[src/rtl/usb_ep_out_reader.sv]
// Drains the ep2 OUT FIFO of usb1_top into little-endian FRAME_BYTES frames with valid/ready,
// inter-byte timeout discard and an accepted-frame counter. Optional macro: USB_EP_OUT_LED_EN.
module usb_ep_out_reader #(
   parameter int FRAME_BYTES    = 4,
   parameter int TIMEOUT_CYCLES = 48000
) (
   input  logic                     clk_i,
   input  logic                     rst_i,
   input  logic [7:0]               ep2_dout,
   input  logic                     ep2_empty,
   output logic                     ep2_re,
   output logic [8*FRAME_BYTES-1:0] frame_data,
   output logic                     frame_valid,
   input  logic                     frame_ready,
   output logic [15:0]              frame_count,
   output logic                     timeout_err,
   output logic [7:0]               led
);

   localparam int IDX_W = $clog2(FRAME_BYTES + 1);
   localparam int TO_W  = $clog2(TIMEOUT_CYCLES);
   localparam logic [IDX_W-1:0] LAST_IDX = IDX_W'(FRAME_BYTES - 1);
   localparam logic [TO_W-1:0]  TO_MAX   = TO_W'(TIMEOUT_CYCLES - 1);
   localparam logic [7:0]       LED_RST  = 8'b1000_0001;

   typedef enum logic [1:0] {S_IDLE, S_RD, S_CAP, S_OUT} state_t;

   state_t           state, state_n;
   logic [IDX_W-1:0] idx;
   logic [TO_W-1:0]  to_cnt;
   logic             rd_go, store, last, handshake, to_fire, to_inc;

   always_ff @(posedge clk_i) begin
      if (rst_i) state <= S_IDLE;
      else       state <= state_n;
   end

   // A pending read beats an expiring timeout: the empty check comes first.
   always_comb begin
      state_n   = state;
      rd_go     = 1'b0;
      store     = 1'b0;
      last      = 1'b0;
      handshake = 1'b0;
      to_fire   = 1'b0;
      to_inc    = 1'b0;
      case (state)
         S_IDLE: begin
            if (!ep2_empty) begin
               state_n = S_RD;
               rd_go   = 1'b1;
            end else if (idx != '0) begin
               if (to_cnt == TO_MAX) to_fire = 1'b1;
               else                  to_inc  = 1'b1;
            end
         end
         S_RD:  state_n = S_CAP;
         S_CAP: begin
            store = 1'b1;
            if (idx == LAST_IDX) begin
               last    = 1'b1;
               state_n = S_OUT;
            end else begin
               state_n = S_IDLE;
            end
         end
         S_OUT: begin
            if (frame_ready) begin
               handshake = 1'b1;
               state_n   = S_IDLE;
            end
         end
         default: state_n = S_IDLE;
      endcase
   end

   always_ff @(posedge clk_i) begin
      if (rst_i) begin
         idx         <= '0;
         to_cnt      <= '0;
         ep2_re      <= 1'b0;
         frame_valid <= 1'b0;
         frame_count <= '0;
         timeout_err <= 1'b0;
      end else begin
         ep2_re      <= rd_go;
         timeout_err <= to_fire;
         if (store)                     idx <= idx + IDX_W'(1);
         else if (handshake || to_fire) idx <= '0;
         if (store || to_fire || idx == '0) to_cnt <= '0;
         else if (to_inc)                   to_cnt <= to_cnt + TO_W'(1);
         if (store && last)  frame_valid <= 1'b1;
         else if (handshake) frame_valid <= 1'b0;
         if (handshake) frame_count <= frame_count + 16'd1;
      end
   end

   // Unwritten lanes keep the previous frame's bytes; only the addressed lane loads.
   always_ff @(posedge clk_i) begin
      if (rst_i) begin
         frame_data <= '0;
      end else if (store) begin
         for (int i = 0; i < FRAME_BYTES; i++)
            if (idx == IDX_W'(i)) frame_data[8*i +: 8] <= ep2_dout;
      end
   end

`ifdef USB_EP_OUT_LED_EN
   always_ff @(posedge clk_i) begin
      if (rst_i)      led <= LED_RST;
      else if (store) led <= ep2_dout;
   end
`else
   assign led = LED_RST;
`endif

endmodule
[config.mk]
export PLATFORM = sky130hd
export DESIGN_NAME = usb_ep_out_reader
export DESIGN_NICKNAME = d
export VERILOG_FILES = /design/src/rtl/usb_ep_out_reader.sv
export SDC_FILE = /design/constraint.sdc
export NUM_CORES = 1
export LEC_CHECK = 0
export BUFFER_PORTS_ARGS = -buffer_cell sky130_fd_sc_hd__buf_2
export CAP_MARGIN = 0
export CELL_PAD_IN_SITES_DETAIL_PLACEMENT = 1
export CELL_PAD_IN_SITES_GLOBAL_PLACEMENT = 1
export CORE_ASPECT_RATIO = 0.9
export CORE_MARGIN = 2
export CORE_UTILIZATION = 26
export CTS_BUF_LIST = sky130_fd_sc_hd__clkbuf_4
export DETAILED_ROUTE_END_ITERATION = 8
export HOLD_SLACK_MARGIN = 0.02
export PLACE_DENSITY_LB_ADDON = 0.1
export SYNTH_ARGS = -nofsm -noshare
export SYNTH_HDL_FRONTEND = slang
export SYNTH_SLANG_ARGS = --single-unit
[constraint.sdc]
create_clock -name clk_i -period 2.3 [get_ports clk_i]
set_clock_uncertainty 0.15 [all_clocks]
set_input_delay 0.46 -clock clk_i [delete_from_list [all_inputs] [get_ports clk_i]]
set_output_delay 0.46 -clock clk_i [all_outputs]
set_load 0.01 [all_outputs]
### Word level (Yosys, flattened, before mapping)

Cells that the tools add are included.

| word-level totals | value |
|---|---|
| bits in registers | 72 |
| bits of input ports | 12 |
| word-level logic and storage cells | 62 |
| output and inout bits | 59 |

| cells by class | value |
|---|---|
| $add $sub $neg | 3 |
| bitwise gates (word level) | 1 |
| mux-type cells | 22 |
| reductions and logical operators | 16 |
| eq/ne operators | 9 |

Operator list:

| kind | count |
|---|---|
| adder 16 x 1 -> 16 bit, second input constant | 2 |
| equality test 16 bit, second input constant | 1 |
| 2-to-1 mux 1 bit | 16 |
| AND reduction 2 bit | 5 |
| case mux 2 bit (4 select lines) | 1 |
| equality test 3 x 2 -> 1 bit, second input constant | 2 |
| 2-to-1 mux 2 bit | 3 |
| 2-to-1 mux 3 bit | 2 |
| equality test 2 bit, second input constant | 2 |
| != test 2 bit, second input constant | 2 |
| nonzero test 2 bit | 2 |
| OR reduction 2 bit | 2 |
| adder 3 x 1 -> 3 bit, second input constant | 1 |
| equality test 3 x 1 -> 1 bit, second input constant | 1 |
| zero test 3 bit | 1 |
| logical OR 1 bit | 3 |
| nonzero test 3 bit | 1 |
| equality test 2 x 1 -> 1 bit, second input constant | 1 |
| zero test 2 bit | 1 |
| logical AND 1 bit | 1 |
| inverter 1 bit | 1 |

### Longest topological paths before layout

Gate-level depths: netlist of the first run.

| depth | value |
|---|---|
| depth in word-level cells | 8 |
| gate-level depth with buffers | 8 |

### Worst setup path before layout of the first run

OpenSTA, ideal clock, no wires.

| path | value |
|---|---|
| kind | flip-flop to flip-flop |
| start | reg idx[0] |
| end | reg to_cnt[5] |
| arrival time | 1674 ps |
| setup slack | 405 ps |
| period minus slack after synthesis | 1895 ps |
| path buffers | 1 |
| cell stages (with the launch flop) | 8 |
| setup time | 70 ps |
| cells stage by stage | dfxtp_1 > inv_1 > ha_1 > nand2b_1 > nand2_1 > clkbuf_1 > or4_1 > a21oi_1 |

| between the ends | value |
|---|---|
| word-level cells in the longest chain between the ends | 7 |
| elaborated cells between the ends (all ways) | 11 |
| those cells by class | mux: 6; reduce/logical: 5 |

Ends and longest elaborated chain:

| what | line | text |
|---|---|---|
| start: declaration | 29 | `logic [IDX_W-1:0] idx;` |
| start signal: assignment | 88 | `if (store) idx <= idx + IDX_W'(1);` |
| nonzero test 3 bit | 52 | `end else if (idx != '0) begin` |
| 2-to-1 mux 1 bit | 52 |  |
| 2-to-1 mux 1 bit | 49 | `if (!ep2_empty) begin` |
| 2-to-1 mux 1 bit | 47 | `case (state)` |
| logical OR 1 bit (2 in series) | 90 | `if (store \|\| to_fire \|\| idx == '0) to_cnt <= '0;` |
| OR reduction 2 bit (no source line) | n/a |  |
| end signal: assignment | 91 | `else if (to_inc) to_cnt <= to_cnt + TO_W'(1);` |
| end: declaration | 30 | `logic [TO_W-1:0] to_cnt;` |

Several ways; a longest one is shown, not always the timed one.
A chain may end at the register's enable or synchronous reset.

### Final worst setup path of the first run

| path | value |
|---|---|
| start | reg idx[0] |
| end | reg to_cnt[9] |

The elaborated chain is that of the path after synthesis.

==> results of run 1 <==
[worst min-delay path by stage]
stage,slack [ns],from,to,cells past startpoint
floorplan,0.31,to_cnt[15],to_cnt[15],2
global placement,0.29,frame_data[4],frame_data[4],2
detailed placement,0.30,frame_data[9],frame_data[9],2
CTS,0.05,ep2_empty,ep2_re,2
global route,0.07,ep2_empty,ep2_re,2
finish,0.1,ep2_empty,ep2_re,2
[report_power, final]
part           leakage, nW  internal [mW]  switching [mW]
clock               0.0836          0.456           0.448
combinational        0.775         0.0296          0.0729
sequential           0.581           1.26         0.00776
total                 1.44           1.74           0.529
[what timing repair did]
| item | in CTS | in global routing |
|---|---|---|
| endpoints found under the setup margin | 0 | 11 |
| setup buffers | 0 | 2 |
| endpoints found under the hold margin | 0 | 0 |
| resized for setup | 0 | 2 |
[synthesized netlist by cell type (all sizes together) (3+ instances only)]
master  count  area (sq um)
nor3b       3          32.5
nand3      20           100
o31ai      11          82.6
nand2b      3          18.8
a21oi      58           290
o211ai      3          22.5
and3        7          48.8
and2        5          31.3
xnor2       3          26.3
or3         7          43.8
nand2      78           293
nor2       14          52.6
buf        16           120
inv         7          26.3
dfxtp      72          1440
xor2        8          70.1
clkbuf     12          45.0
and4        7          65.1
or4        11          82.6
o21ai       9          45.0
ha          7          87.6
nand4      10          68.8
[cell families (layout without fill, tap and decap cells)]
logic type	Yosys count	count (layout)	share of synthesized area, %
AND/OR/NAND/NOR	177	177	29.2
flip-flops	72	72	44.7
XOR/XNOR	11	11	2.99
multiplexers	1	1	0.311
other	2	8	0.233
AO/OA/AOI/OAI	82	82	13.9
adder cells (fa/ha/maj)	7	7	2.72
buffers and inverters	35	93	5.94
[cell type report]
type | count | area (sq um)
Inverter | 7 | 26.3
Clock buffer | 11 | 82.6
Timing Repair Buffer | 70 | 370
Sequential cell | 72 | 1440
Tap cell | 160 | 200
Multi-Input combinational cell | 286 | 1620
Clock inverter | 5 | 71.3
Fill cell | 1486 | 8270
[through the flow]
stage               instances  total power, mW  util, %
CTS                       609             2.32     31.4
global route              611             2.38     31.5
floorplan                 393             1.36        -
detailed placement        593             1.40     30.1
global placement          593             1.39     30.1
finish                    611             2.27     31.5
[layer usage]
layer,wire [um],part of all wire [%]
met2,4250,47
met1,4380,48
met4,89,0.98
met5,0,0
met3,408,4.5
[flip-flops by register name, summed over array words and instances (netlist names)]
| signal | count |
|---|---|
| to_cnt | 16 |
| frame_data | 32 |
| frame_valid | 1 |
| timeout_err | 1 |
| frame_count | 16 |
| state | 2 |
| ep2_re | 1 |
| idx | 3 |
[cell usage in the layout, fill, tap and decap left out, types with 2 or more instances in the layout]
cell type	instances
nand4b_1	2
or4_1	11
a21oi_1	58
ha_1	7
xnor2_1	3
clkbuf_4	11
nor3b_2	2
o211ai_1	3
clkinv_1	3
nand3_1	20
nor2_1	14
bufinv_16	2
and4_1	5
buf_2	62
dfxtp_1	72
and4b_1	2
and3_1	6
nand2_1	77
nor3_1	2
buf_4	8
o21ai_0	9
nand2b_1	2
inv_1	7
or3_1	7
conb_1	8
nand4_1	9
xor2_1	8
and2_1	5
o31ai_1	11
==> impl_metrics.tcl, run 1 <==
set metrics [dict create \
    root_buffer "clkbuf_4" \
    setup.worst_path.end "to_cnt[9]" \
    cp-end-kind "register" \
    cts_sinks 72 \
    drive_above_1_share_pct 20.4 \
    powerDensity_mw_per_mm2 596 \
    cp.arrival_ns 2.24 \
    initial_core_util_pct 26.7 \
    maxCapViolCount 0 \
    antenna_found_initial 0 \
    cts_buffers 9 \
    period_minus_slack_ns 2.03 \
    status "completed" \
    r2r_start "idx[0]" \
    critPathMaxFanout 14 \
    drtIter0Drc 133 \
    dpl.hpwl_um 6480 \
    cts_hold_buf 0 \
    grt_max_degree 57 \
    final_area_sq_mm 0.00381 \
    slew_headroom_pct 58.8 \
    insertion_delay_ns 0.42 \
    netlist_instances 387 \
    antenna_cells 0 \
    critPathRequiredTime_ns 2.51 \
    drv_slew 0 \
    reg2reg_to "to_cnt[9]" \
    grt_pass1_wl_um 14500 \
    fin_ws_ns 0.268 \
    fin_hold_ws_ns 0.0989 \
    grt_pass1_vias 2897 \
    path_buf_inv 2 \
    track_usage_pct 14.0 \
    busiest_layer "met2" \
    ir_drop_uv 202 \
    core_region_area_sq_mm 0.0121 \
    crit_start "idx[0]" \
    p_leak_nw 1.44 \
    ant_nets 0 \
    drt_wl_total_um 9130 \
    ys_warn_count 0 \
    io_buffers 62 \
    grtUsageMet1_pct 17.7 \
    syn_to_final_growth_pct 18.2 \
    fin_tns_setup_ns 0 \
    synth_cell_types 42 \
    wl_per_cell_um 14.9 \
    pin_count 71 \
    hold_violations 0 \
    die_area_sq_mm 0.0133 \
    max_stage_delay_ns 0.41 \
    drc 0 \
    period_share_pct 88.3 \
    critPathSlowestCell "or3b_1" \
    pre_cts_ws_ns 0.0926 \
    hold_class "input pin to register" \
    reg2regPathDepth 7 \
    h-tree-depth 3 \
    gp_congestion 0.704 \
    synth_edf_count 0 \
    vias 2939 \
    worstMarginPinSlew_ns 0.618 \
    rsz0062_at_grt "false" \
    vias_per_cell 4.81 \
    crit_path_start_kind "register" \
    synth_async_sr_flop_share_pct 0 \
    setup_viol 0 \
    cp_cell_sequence "inv_1 > ha_1 > nand2b_2 > or3b_1 > o21bai_1 > buf_4 > a21oi_1" \
    fmax_mhz 492 \
    path_class "register to register" \
    layout.nets 465 \
    firstDrtPassIters 4 \
    place_area_sq_mm 0.00364 \
    use_met2_pct 23.0 \
    die_y_um 110 \
    clkTransAtPathRegs_ns 0.12 \
    grtUsageMet3_pct 4.62 \
    cpLargestDelayFamily "simple AND/OR/NAND/NOR gates" \
    path_depth 7 \
    die_w_um 121 \
    synth_area_sq_mm 0.00322 \
    fp-row-count 38 \
    cts_tree "built" \
    ys_seq_elements 72 \
    grt.overflow.total 0 \
    cts_max_path_buffers 2 \
    synth_ff_type "dfxtp_1" \
    avgSynthCellArea_sq_um 8.33 \
    regToRegSetupSlack_ns 0.27 \
    yosysSeqAreaShare_pct 44.7 \
]
Note: power is estimated with default switching activity, not from simulation.
==> run 2, diff against run 1 <==
- CTS_BUF_LIST: sky130_fd_sc_hd__clkbuf_4 -> default
- PLACE_DENSITY_LB_ADDON: 0.1 -> 0.05
==> impl_metrics.tcl, run 2 (synthesized netlist as in run 1, its figures left out) <==
set metrics [dict create \
    layout.nets 465 \
    core_region_area_sq_mm 0.0121 \
    netSwitchingPower_mw 0.638 \
    ir_drop_uv 441 \
    syn_to_final_growth_pct 24.8 \
    initial_core_util_pct 26.7 \
    cp-end-kind "register" \
    power.total_mw 3.10 \
    mostFrequentLayoutCells "77 x nand2_1, 72 x dfxtp_1, 62 x buf_2, 58 x a21oi_1, 20 x nand3_1" \
    fmax_mhz 464 \
    largest_register_ffs 32 \
    root_buffer "clkbuf_16" \
    crit_start "idx[0]" \
    cts_tree "built" \
    die_y_um 110 \
    setup_viol 0 \
    grt_pass1_vias 2786 \
    drtIter0Drc 91 \
    cts_max_path_buffers 2 \
    p_comb_share_pct 3.3 \
    wl_per_cell_um 15.2 \
    r2r_start "idx[0]" \
    cts_sinks 72 \
    period_minus_slack_ns 2.15 \
    critPathMaxFanout 10 \
    fin_tns_setup_ns 0 \
    maxCapViolCount 0 \
    drt_wl_total_um 9270 \
    hold_class "input pin to register" \
    switching_share_pct 20.6 \
    critPathRequiredTime_ns 2.42 \
    intPower_mw 2.46 \
    cp.arrival_ns 2.27 \
    pre_cts_ws_ns 0.0436 \
    num-fill-cells 1457 \
    pin_count 71 \
    clkTransAtPathRegs_ns 0.06 \
    antenna_cells 0 \
    hold_violations 0 \
    die_area_sq_mm 0.0133 \
    fp-row-count 38 \
    slew_headroom_pct 57.6 \
    rsz0062_at_grt "false" \
    firstDrtPassIters 4 \
    ant_nets 0 \
    sequentialPowerShare_pct 40.8 \
    pwr-share-clk_pct 55.9 \
    vias 2915 \
    drv_slew 0 \
    crit_path_start_kind "register" \
    track_usage_pct 14.2 \
    grt.overflow.total 0 \
    drc 0 \
    drive_above_1_share_pct 20.8 \
    grt_max_degree 57 \
    fin_ws_ns 0.147 \
    vias_per_cell 4.77 \
    p_leak_nw 1.54 \
    gp_congestion 0.718 \
    dpl.hpwl_um 6520 \
    cts_hold_buf 0 \
    period_share_pct 93.6 \
    worstMarginPinSlew_ns 0.636 \
    final_cell_count_no_fill 611 \
    status "completed" \
    dp_cells 594 \
    io_buffers 62 \
    path_class "register to register" \
    powerDensity_mw_per_mm2 770 \
    antenna_found_initial 0 \
    h-tree-depth 3 \
    reg_top3 "frame_data x32, frame_count x16, to_cnt x16" \
    insertion_delay_ns 0.33 \
    die_w_um 121 \
    final_common_cell "nand2_1" \
    largest_register "frame_data" \
    cts_buffers 9 \
    worstHoldStart "ep2_empty" \
    grt_pass1_wl_um 14600 \
]
==> run 2: cell count changes in the layout (fill, tap and decap cells not counted) <==
cell       previous run  this run
clkinv_2              0         1
clkinv_4              0         1
clkinv_1              3         0
clkbuf_4             11         0
nand2b_1              2         3
nand2b_2              1         0
clkbuf_16             0         9
bufinv_16             2         4
inv_6                 0         1
==> run 2: repair_timing <==
action / CTS / global route
endpoints found under the setup margin: 0 / 7
hold endpoints to repair: 0 / 0
setup buffers: 0 / 1
gates resized for setup: 0 / 1
==> run 2: per-layer routing <==
metal  vias up  wire (um)  global-route usage, %
met3        10        361                   3.94
met5         -          0                      0
met2        46       4300                   23.0
met1      1392       4510                   18.4
li1       1467          -                      -
met4         0        103                   4.19
==> run 2: area by class of cell <==
cell class	instances	area, sq um	share of cell area (%)
clock inverter	7	143	3.55
tap	160	200	4.98
timing repair buffer	70	370	9.21
inverter	7	26.3	0.653
clock buffer	9	225	5.60
multi-input combinational	286	1620	40.2
sequential	72	1440	35.8
==> run 2: stage by stage <==
| stage | hold slack [ns] | instance area [sq um] | utilization, % |
|---|---|---|---|
| CTS | 0.198 | 4010 | 33.2 |
| finish | 0.207 | 4020 | 33.3 |
| global placement | 0.288 | 3640 | 30.2 |
| floorplan | 0.306 | 3250 | - |
| detailed placement | 0.296 | 3640 | 30.2 |
| global route | 0.221 | 4020 | 33.3 |
==> run 2: path summary, 6_finish.rpt <==
kind / endpoint / depth (start not counted) / slack [ns]
worst max-delay path: to_cnt[15] / 7 / 0.15
worst max register to register: to_cnt[15] / 7 / 0.15
worst min register to register: frame_data[7] / 2 / 0.30
worst min-delay path: ep2_re / 2 / 0.21
==> run 2: power by group through the flow <==
stage / sequential (mW) / clock (mW) / combinational (mW)
finish: 1.26 / 1.73 / 0.104
global route: 1.26 / 1.84 / 0.116
CTS: 1.26 / 1.79 / 0.106
detailed placement: 1.29 / 0 / 0.105
global placement: 1.29 / 0 / 0.104
floorplan: 1.29 / 0 / 0.0650
==> run 2: critical path, cell delays in order (launching register included) <==
cell	delay, ns
dfxtp_1	0.39
inv_1	0.10
ha_1	0.24
nand2b_1	0.26
nand4_1	0.15
buf_4	0.19
or4_1	0.47
a21oi_1	0.15
==> run 3, diff against run 2 <==
- PLACE_DENSITY: default -> 0.56
- PLACE_DENSITY_LB_ADDON: 0.05 -> default
==> impl_metrics.tcl, run 3 (synthesized netlist as in run 1, its figures left out) <==
set metrics [dict create \
    status "completed" \
    h-tree-depth 3 \
    drt_wl_total_um 9050 \
    setup_viol 0 \
    fin_tns_setup_ns 0 \
    path_buf_inv 2 \
    grt_max_degree 57 \
    p_leak_nw 1.51 \
    slew_headroom_pct 59.0 \
    power.total_mw 2.78 \
    hold_violations 0 \
    grt_pass1_vias 2749 \
    final_common_cell "nand2_1" \
    dpl.hpwl_um 6420 \
    cp.arrival_ns 2.23 \
    pin_count 71 \
    core_region_area_sq_mm 0.0121 \
    initial_core_util_pct 26.7 \
    critPathRequiredTime_ns 2.41 \
    grt.overflow.total 0 \
    final_area_sq_mm 0.00397 \
    track_usage_pct 13.9 \
    path_class "register to register" \
    sequentialPowerShare_pct 45.6 \
    period_share_pct 91.9 \
    antenna_found_initial 0 \
    min_to "ep2_re" \
    drv_slew 0 \
    crit_start "idx[0]" \
    syn_to_final_growth_pct 23.2 \
    die_y_um 110 \
    drive_above_1_share_pct 21.0 \
    seqCellArea_sq_mm 0.00144 \
    ant_nets 0 \
    netSwitchingPower_mw 0.626 \
    pwr-share-clk_pct 50.7 \
    place_area_sq_mm 0.00365 \
    clkTransAtPathRegs_ns 0.06 \
    p_comb_share_pct 3.7 \
    largest_register_ffs 32 \
    max_stage_delay_ns 0.46 \
    cp-end-kind "register" \
    drc 0 \
    period_minus_slack_ns 2.11 \
    multi_input_area_sq_mm 0.00161 \
    die_area_sq_mm 0.0133 \
    grt_pass1_wl_um 14300 \
    cts_sinks 72 \
    fmax_mhz 473 \
    fp-row-count 38 \
    drtIter0Drc 174 \
    vias 2919 \
    r2r_start "idx[0]" \
    critPathMaxFanout 9 \
    wl_per_cell_um 14.7 \
    insertion_delay_ns 0.33 \
    mostFrequentLayoutCells "78 x nand2_1, 72 x dfxtp_1, 62 x buf_2, 58 x a21oi_1, 20 x nand3_1" \
    die_w_um 121 \
    reg2regPathDepth 7 \
    layout.nets 468 \
    root_buffer "clkbuf_16" \
    cts_resized 0 \
    num-fill-cells 1454 \
    largest_register "frame_data" \
    ir_drop_uv 284 \
    reg_top3 "frame_data x32, frame_count x16, to_cnt x16" \
    cts_tree "built" \
    powerDensity_mw_per_mm2 699 \
    crit_path_start_kind "register" \
    path_depth 7 \
    cpLargestDelayFamily "simple AND/OR/NAND/NOR gates" \
    critPathSlowestCell "or4_1" \
    regToRegSetupSlack_ns 0.19 \
    worstMarginPinSlew_ns 0.615 \
    cts_hold_buf 0 \
    vias_per_cell 4.75 \
    gp_congestion 0.742 \
    hold_class "input pin to register" \
    maxCapViolCount 0 \
    switching_share_pct 22.6 \
    postCtsSetupBuffers 0 \
    io_buffers 62 \
    cts_max_path_buffers 2 \
    rsz0062_at_grt "false" \
    cp_cell_sequence "inv_1 > ha_1 > nand2b_1 > nand4_1 > buf_4 > or4_1 > a21oi_1" \
    reg2reg_to "to_cnt[15]" \
    cts_buffers 9 \
    intPower_mw 2.15 \
    firstDrtPassIters 4 \
    worstHoldPathCells 2 \
    worstHoldStart "ep2_empty" \
]
run 3: cell count changes in the layout (fill, tap and decap cells not counted), sizes merged:
cell | before | now
diode | 0 | 1
bufinv | 4 | 1
clkinvlp | 0 | 1
clkbuf | 9 | 10
buf | 70 | 73
run 3: worst max-delay path by stage:
stage,endpoint
2_1_floorplan,to_cnt[5]
4_1_cts,to_cnt[15]
3_3_place_gp,to_cnt[15]
5_1_grt,to_cnt[9]
6_report,to_cnt[15]
3_5_place_dp,to_cnt[15]
run 3: power by group through the flow:
stage	logic, mW	registers [mW]	clock network (mW)
final	0.103	1.26	1.41
after detailed placement	0.105	1.29	0
after global routing	0.114	1.27	1.52
after CTS	0.105	1.26	1.46
after global placement	0.103	1.29	0
after floorplan	0.0650	1.29	0
run 3: final cells by class:
cell class	instances	share of cell area [%]
multi-input cells	286	40.6
flip-flops and latches	72	36.3
repair buffers	73	9.89
clock buffers	10	6.02
well taps	160	5.04
clock inverters	5	1.42
inverters	7	0.662
diodes	1	0.0630
run 3: metal layers:
metal	part of all wire, %	GRT usage (%)	vias up
met1	48	17.9	1371
met3	5.6	4.93	8
met2	45	22.0	65
met4	0.94	4.43	0
li1	-	-	1475
met5	0	0	-
run 3: metrics by stage:
stage,std cells,hold slack [ns],setup slack [ns],util (%)
floorplan,393,0.306,0.405,-
global placement,595,0.289,0.178,30.2
detailed placement,595,0.297,0.0840,30.2
CTS,610,0.168,0.0401,32.7
global route,613,0.176,0.0417,32.9
finish,614,0.181,0.186,32.9
